`src/rtl/addsub_accumulator_if.sv`:
```
// Operand stream, start command and result handshake for addsub_accumulator.
// The master side issues start/len and operands and consumes the result.
// The slave side is the accumulator.
interface addsub_accumulator_if #(
    parameter int n     = 4,
    parameter int LEN_W = 4
);
    logic             start;
    logic [LEN_W-1:0] len;
    logic             in_valid;
    logic             in_ready;
    logic [n-1:0]     in_data;
    logic             in_add_n;
    logic             out_valid;
    logic             out_ready;
    logic [n-1:0]     out_acc;
    logic             out_cout;
    logic             out_overflow;
    logic [LEN_W-1:0] out_count;

    modport master (
        output start, len, in_valid, in_data, in_add_n, out_ready,
        input  in_ready, out_valid, out_acc, out_cout, out_overflow, out_count
    );

    modport slave (
        input  start, len, in_valid, in_data, in_add_n, out_ready,
        output in_ready, out_valid, out_acc, out_cout, out_overflow, out_count
    );
endinterface

```
`src/rtl/addsub_accumulator.sv`:
```
// Burst add/subtract accumulator.
// A start command opens a burst of len operands. Each accepted operand is
// added to or subtracted from a running n-bit result. The final result,
// the carry of the last operation, a sticky signed-overflow flag and the
// operand count are then offered on a valid/ready handshake.
module addsub_accumulator #(
    parameter int n     = 4,
    parameter int LEN_W = 4
) (
    input  logic                 clk,
    input  logic                 rst,
    addsub_accumulator_if.slave  bus
);

    typedef enum logic [1:0] {
        IDLE = 2'd0,
        ACC  = 2'd1,
        HOLD = 2'd2
    } state_t;

    state_t           state_q, state_d;

    logic [n-1:0]     acc_q;
    logic             cout_q;
    logic             ovf_q;
    logic [LEN_W-1:0] count_q;
    logic [LEN_W-1:0] rem_q;

    logic             xfer;
    logic [n-1:0]     opnd;
    logic [n:0]       sum;
    logic             ovf_now;

    // Handshake strobes decode straight from the state register.
    assign bus.in_ready  = (state_q == ACC);
    assign bus.out_valid = (state_q == HOLD);
    assign xfer          = (state_q == ACC) && bus.in_valid;

    // The result is presented directly from the registers. The values stay
    // visible after the handshake until the next start clears them.
    assign bus.out_acc      = acc_q;
    assign bus.out_cout     = cout_q;
    assign bus.out_overflow = ovf_q;
    assign bus.out_count    = count_q;

    // Single adder for both operations. Subtract is acc + ~d + 1.
    // Overflow means the operand signs agree and the result sign differs.
    always_comb begin
        opnd    = bus.in_add_n ? ~bus.in_data : bus.in_data;
        sum     = {1'b0, acc_q} + {1'b0, opnd} + {{n{1'b0}}, bus.in_add_n};
        ovf_now = (acc_q[n-1] == opnd[n-1]) && (sum[n-1] != acc_q[n-1]);
    end

    // State register.
    always_ff @(posedge clk) begin
        if (rst) state_q <= IDLE;
        else     state_q <= state_d;
    end

    // Next-state logic. start is only looked at in IDLE.
    always_comb begin
        state_d = state_q;
        case (state_q)
            IDLE: begin
                if (bus.start) state_d = (bus.len == '0) ? HOLD : ACC;
            end
            ACC: begin
                if (xfer && (rem_q == {{(LEN_W-1){1'b0}}, 1'b1})) state_d = HOLD;
            end
            HOLD: begin
                if (bus.out_ready) state_d = IDLE;
            end
            default: state_d = IDLE;
        endcase
    end

    // Datapath registers: cleared on start, updated once per operand transfer.
    always_ff @(posedge clk) begin
        if (rst) begin
            acc_q   <= '0;
            cout_q  <= 1'b0;
            ovf_q   <= 1'b0;
            count_q <= '0;
            rem_q   <= '0;
        end else if (state_q == IDLE && bus.start) begin
            acc_q   <= '0;
            cout_q  <= 1'b0;
            ovf_q   <= 1'b0;
            count_q <= '0;
            rem_q   <= bus.len;
        end else if (xfer) begin
            acc_q   <= sum[n-1:0];
            cout_q  <= sum[n];
            ovf_q   <= ovf_q | ovf_now;
            count_q <= count_q + {{(LEN_W-1){1'b0}}, 1'b1};
            rem_q   <= rem_q - {{(LEN_W-1){1'b0}}, 1'b1};
        end
    end

endmodule

```
`src/flat_wrapper.sv`:
```
// flat-port wrapper written by rule: the top's interface ports become plain ports
module addsub_accumulator_flat 
#(
    parameter int n     = 4,
    parameter int LEN_W = 4
)
  (clk, rst, bus_start, bus_len, bus_in_valid, bus_in_data, bus_in_add_n, bus_out_ready, bus_in_ready, bus_out_valid, bus_out_acc, bus_out_cout, bus_out_overflow, bus_out_count);
  addsub_accumulator_if #(.n(n), .LEN_W(LEN_W)) bus_i ();
  input  logic clk;
  input  logic rst;
  input wire logic [$bits(bus_i.start)-1:0] bus_start;
  input wire logic [$bits(bus_i.len)-1:0] bus_len;
  input wire logic [$bits(bus_i.in_valid)-1:0] bus_in_valid;
  input wire logic [$bits(bus_i.in_data)-1:0] bus_in_data;
  input wire logic [$bits(bus_i.in_add_n)-1:0] bus_in_add_n;
  input wire logic [$bits(bus_i.out_ready)-1:0] bus_out_ready;
  output wire logic [$bits(bus_i.in_ready)-1:0] bus_in_ready;
  output wire logic [$bits(bus_i.out_valid)-1:0] bus_out_valid;
  output wire logic [$bits(bus_i.out_acc)-1:0] bus_out_acc;
  output wire logic [$bits(bus_i.out_cout)-1:0] bus_out_cout;
  output wire logic [$bits(bus_i.out_overflow)-1:0] bus_out_overflow;
  output wire logic [$bits(bus_i.out_count)-1:0] bus_out_count;
  assign bus_i.start = bus_start;
  assign bus_i.len = bus_len;
  assign bus_i.in_valid = bus_in_valid;
  assign bus_i.in_data = bus_in_data;
  assign bus_i.in_add_n = bus_in_add_n;
  assign bus_i.out_ready = bus_out_ready;
  assign bus_in_ready = bus_i.in_ready;
  assign bus_out_valid = bus_i.out_valid;
  assign bus_out_acc = bus_i.out_acc;
  assign bus_out_cout = bus_i.out_cout;
  assign bus_out_overflow = bus_i.out_overflow;
  assign bus_out_count = bus_i.out_count;
  addsub_accumulator #(.n(n), .LEN_W(LEN_W)) u_core (.clk(clk), .rst(rst), .bus(bus_i));
endmodule
```
`config.mk`:
```
export PLATFORM = sky130hd
export DESIGN_NAME = addsub_accumulator_flat
export DESIGN_NICKNAME = d
export VERILOG_FILES = /design/src/rtl/addsub_accumulator_if.sv /design/src/rtl/addsub_accumulator.sv /design/src/flat_wrapper.sv
export SDC_FILE = /design/constraint.sdc
export NUM_CORES = 1
export LEC_CHECK = 0
export BUFFER_PORTS_ARGS = -buffer_cell sky130_fd_sc_hd__buf_4
export CAP_MARGIN = 20
export CORE_UTILIZATION = 40
export CTS_CLUSTER_DIAMETER = 100
export DETAILED_ROUTE_END_ITERATION = 10
export PLACE_DENSITY = 0.77
export SLEW_MARGIN = 10
export SYNTH_ARGS = -nofsm -noshare
export SYNTH_HDL_FRONTEND = slang
export SYNTH_SLANG_ARGS = --single-unit
export TNS_END_PERCENT = 1
```
`constraint.sdc`:
```
create_clock -name clk -period 1.5 [get_ports clk]
set_input_delay 0 -clock clk [delete_from_list [all_inputs] [get_ports clk]]
set_output_delay 0 -clock clk [all_outputs]
set_load 0.02 [all_outputs]
```
==> results.sh <==
export IMPL_ys_ff_latch=16
export IMPL_syn_nets=125
export IMPL_cts_buffers=3
export IMPL_internal_power_uw=769
export IMPL_worst_path_buf_inv=0
export IMPL_num_rows=16
export IMPL_grt_pass1_wl_um=3340
export IMPL_power_density_mw_per_mm2=898
export IMPL_clock_path_buffers=2
export IMPL_wl_per_cell_um=11.5
export IMPL_clock_sinks=16
export IMPL_fin_cells=164
export IMPL_maxCapViolations=0
export IMPL_dr_pass1_iters=4
export IMPL_ioPinCount=26
export IMPL_cpPeakStageDelay_ns=0.35
export IMPL_cp_cell_sequence="ha_4 > a21o_1 > a31o_1 > or3_1 > nand3_1"
export IMPL_swShare=0.305
export IMPL_ant_nets=0
export IMPL_antenna_cells=0
export IMPL_die_width_um=49.4
export IMPL_critPathTopFamily="simple AND/OR/NAND/NOR gates"
export IMPL_hold_worst_slack_ns=0.0252
export IMPL_avgSynthCellArea_um2=8.65
export IMPL_routed_via_count=852
export IMPL_drt_total_wl_um=1880
export IMPL_drive_above_1_share=0.285
export IMPL_slew_headroom=0.786
export IMPL_drt_iter0_drc=8
export IMPL_worstSetupPathType="reg -> reg"
export IMPL_cp_data_arrival_time_ns=1.71
export IMPL_finalWeightedCongestion=0.783
export IMPL_synth_edf_count=0
export IMPL_grt_pass1_vias=844
export IMPL_cts_setup_buffers=0
export IMPL_cp_required_ns=1.73
export IMPL_crit_cells=5
export IMPL_fmax_mhz=678
export IMPL_antenna_found_initial=0
export IMPL_pwr_share_comb=0.296
export IMPL_skew_ns=0.00115
export IMPL_status="completed"
export IMPL_seqPwrFrac=0.446
export IMPL_core_mm2=0.00204
export IMPL_switchingPower_uw=337
export IMPL_final_nets=159
export IMPL_numPortBuffers=25
export IMPL_final_cell_mix="buf_4, nor2_1, dfxtp_1"
export IMPL_die_area_mm2=0.00244
export IMPL_finalSetupViolations=0
export IMPL_grtUsageTotal=0.178
export IMPL_clkTransAtPathRegs_ns=0.09
export IMPL_hold_class="in -> reg"
export IMPL_final_hold_violation_count=0
export IMPL_hold_path_depth=3
export IMPL_fin_crit_sh=0.984
export IMPL_p_leak_uw=0.000552
export IMPL_syn_area_um2=900
export IMPL_drcViolationCount=0
export IMPL_fin_ws_ns=0.0246
export IMPL_clock_latency_ns=0.28
export IMPL_rsz0062_at_grt="yes"
export IMPL_slowest_stage="dfxtp_2"
export IMPL_routed_via_density=5.20
export IMPL_ys_seq_area_frac=0.356
export IMPL_ys_flop_type="dfxtp_1"
export IMPL_yosys_warnings=0
export IMPL_vdd_drop_max_mv=0.637
export IMPL_cts_tree="done"
export IMPL_synth_cells=104
export IMPL_tightest_slew_ns=0.321
export IMPL_dpl_cell_count=155
export IMPL_crit_fanout=4
export IMPL_area_growth_pct=37.0
export IMPL_synthArstFlopShare=0
export IMPL_worst_setup_path_end_kind="flip-flop"
export IMPL_cts_root_buf="clkbuf_4"
export IMPL_reg2regPathDepth=5
export IMPL_hpwl_um=1430
export IMPL_start_util=0.441
export IMPL_final_max_slew_viol_count=0
export IMPL_final_common_cell="buf_4"
export IMPL_timing_final_crit_period_ns=1.48
export IMPL_preCtsSetupSlack_ns=-0.0240
export IMPL_ys_types=35
export IMPL_grt_max_degree=10
export IMPL_die_h_um=49.4
export IMPL_start_kind="flip-flop"
export IMPL_overflow=0
export IMPL_cts_htree_levels=1
export IMPL_pwr_share_clk=0.257
## Yosys cell counts, drive strengths merged (3+ instances only)
master  instances  area, um2
ha              6       75.1
nand3           3       15.0
buf             4       25.0
xor2            7       61.3
nor3            4       20.0
a21oi           7       35.0
a211oi          3       22.5
nand2           9       33.8
inv             3       11.3
dfxtp          16        320
nor2           14       52.6
## worst min-delay path: cells and delay by family
| family | cells | cell delay [ns] |
|---|---|---|
| AOI/OAI and AO/OA | 2 | 0.19 |
| buffers and inverters | 1 | 0.09 |
## metrics by stage
stage	total power, uW	setup TNS [ns]	util	instance area [um2]
detailed placement	812	-0.0240	0.557	1140
floorplan	709	-0.0256	-	915
global placement	802	0	0.557	1140
global route	1180	-0.0614	0.604	1230
CTS	1110	0	0.600	1230
finish	1110	0	0.604	1230
## final timing paths
| kind | endpoint | from | slack, ns |
|---|---|---|---|
| setup / recovery | u_core.bus.out_acc[3]$_SDFFE_PP0P_ | u_core.bus.out_acc[2]$_SDFFE_PP0P_ | 0.02 |
| hold / removal | u_core.rem_q[2]$_SDFFE_PP0P_ | bus_len[2] | 0.03 |
| setup reg to reg | u_core.bus.out_acc[3]$_SDFFE_PP0P_ | u_core.bus.out_acc[2]$_SDFFE_PP0P_ | 0.02 |
| hold reg to reg | u_core.bus.out_overflow$_SDFFE_PP0P_ | u_core.bus.out_overflow$_SDFFE_PP0P_ | 0.50 |
## layout make-up
class / instances / area [um2]
Timing Repair Buffer: 34 / 268
Clock buffer: 4 / 36.3
Tap cell: 27 / 33.8
Fill cell: 189 / 810
Sequential cell: 16 / 323
Multi-Input combinational cell: 80 / 561
Inverter: 3 / 11.3
## per-layer routing
layer / vias up / part of all wire / global-route usage
met5: - / 0 / 0
met4: 0 / 0.018 / 0.0667
met3: 4 / 0.064 / 0.0561
met2: 34 / 0.47 / 0.308
met1: 388 / 0.45 / 0.203
li1: 426 / - / -
## repair_timing
item / in CTS / in global routing
gates cloned: 0 / 0
endpoints found under the setup margin: 1 / 5
resized for setup: 1 / 1
endpoints found under the hold margin: 6 / 0
hold buffers: 5 / 0
## flip-flops by register name, summed over array words and instances (netlist names)
signal                   count
u_core.bus.out_count         4
u_core.bus.out_overflow      1
u_core.rem_q                 4
u_core.state_q               2
u_core.bus.out_cout          1
u_core.bus.out_acc           4
## kinds of logic (layout without fill, tap and decap cells)
family,after synthesis,after routing,synth area share
xor+xnor,9,9,0.0876
compound gates,21,21,0.160
flops,16,16,0.356
fa+ha+maj,7,7,0.106
simple gates,42,42,0.234
mux,1,1,0.0125
buf+inv,8,41,0.0445
## power groups by stage
stage / clock network (uW) / logic, uW / registers (uW)
finish: 285 / 328 / 494
global route: 316 / 364 / 499
CTS: 295 / 326 / 490
detailed placement: 0 / 313 / 499
global placement: 0 / 304 / 498
floorplan: 0 / 210 / 500
No activity file was read; power rests on OpenSTA's default activity.
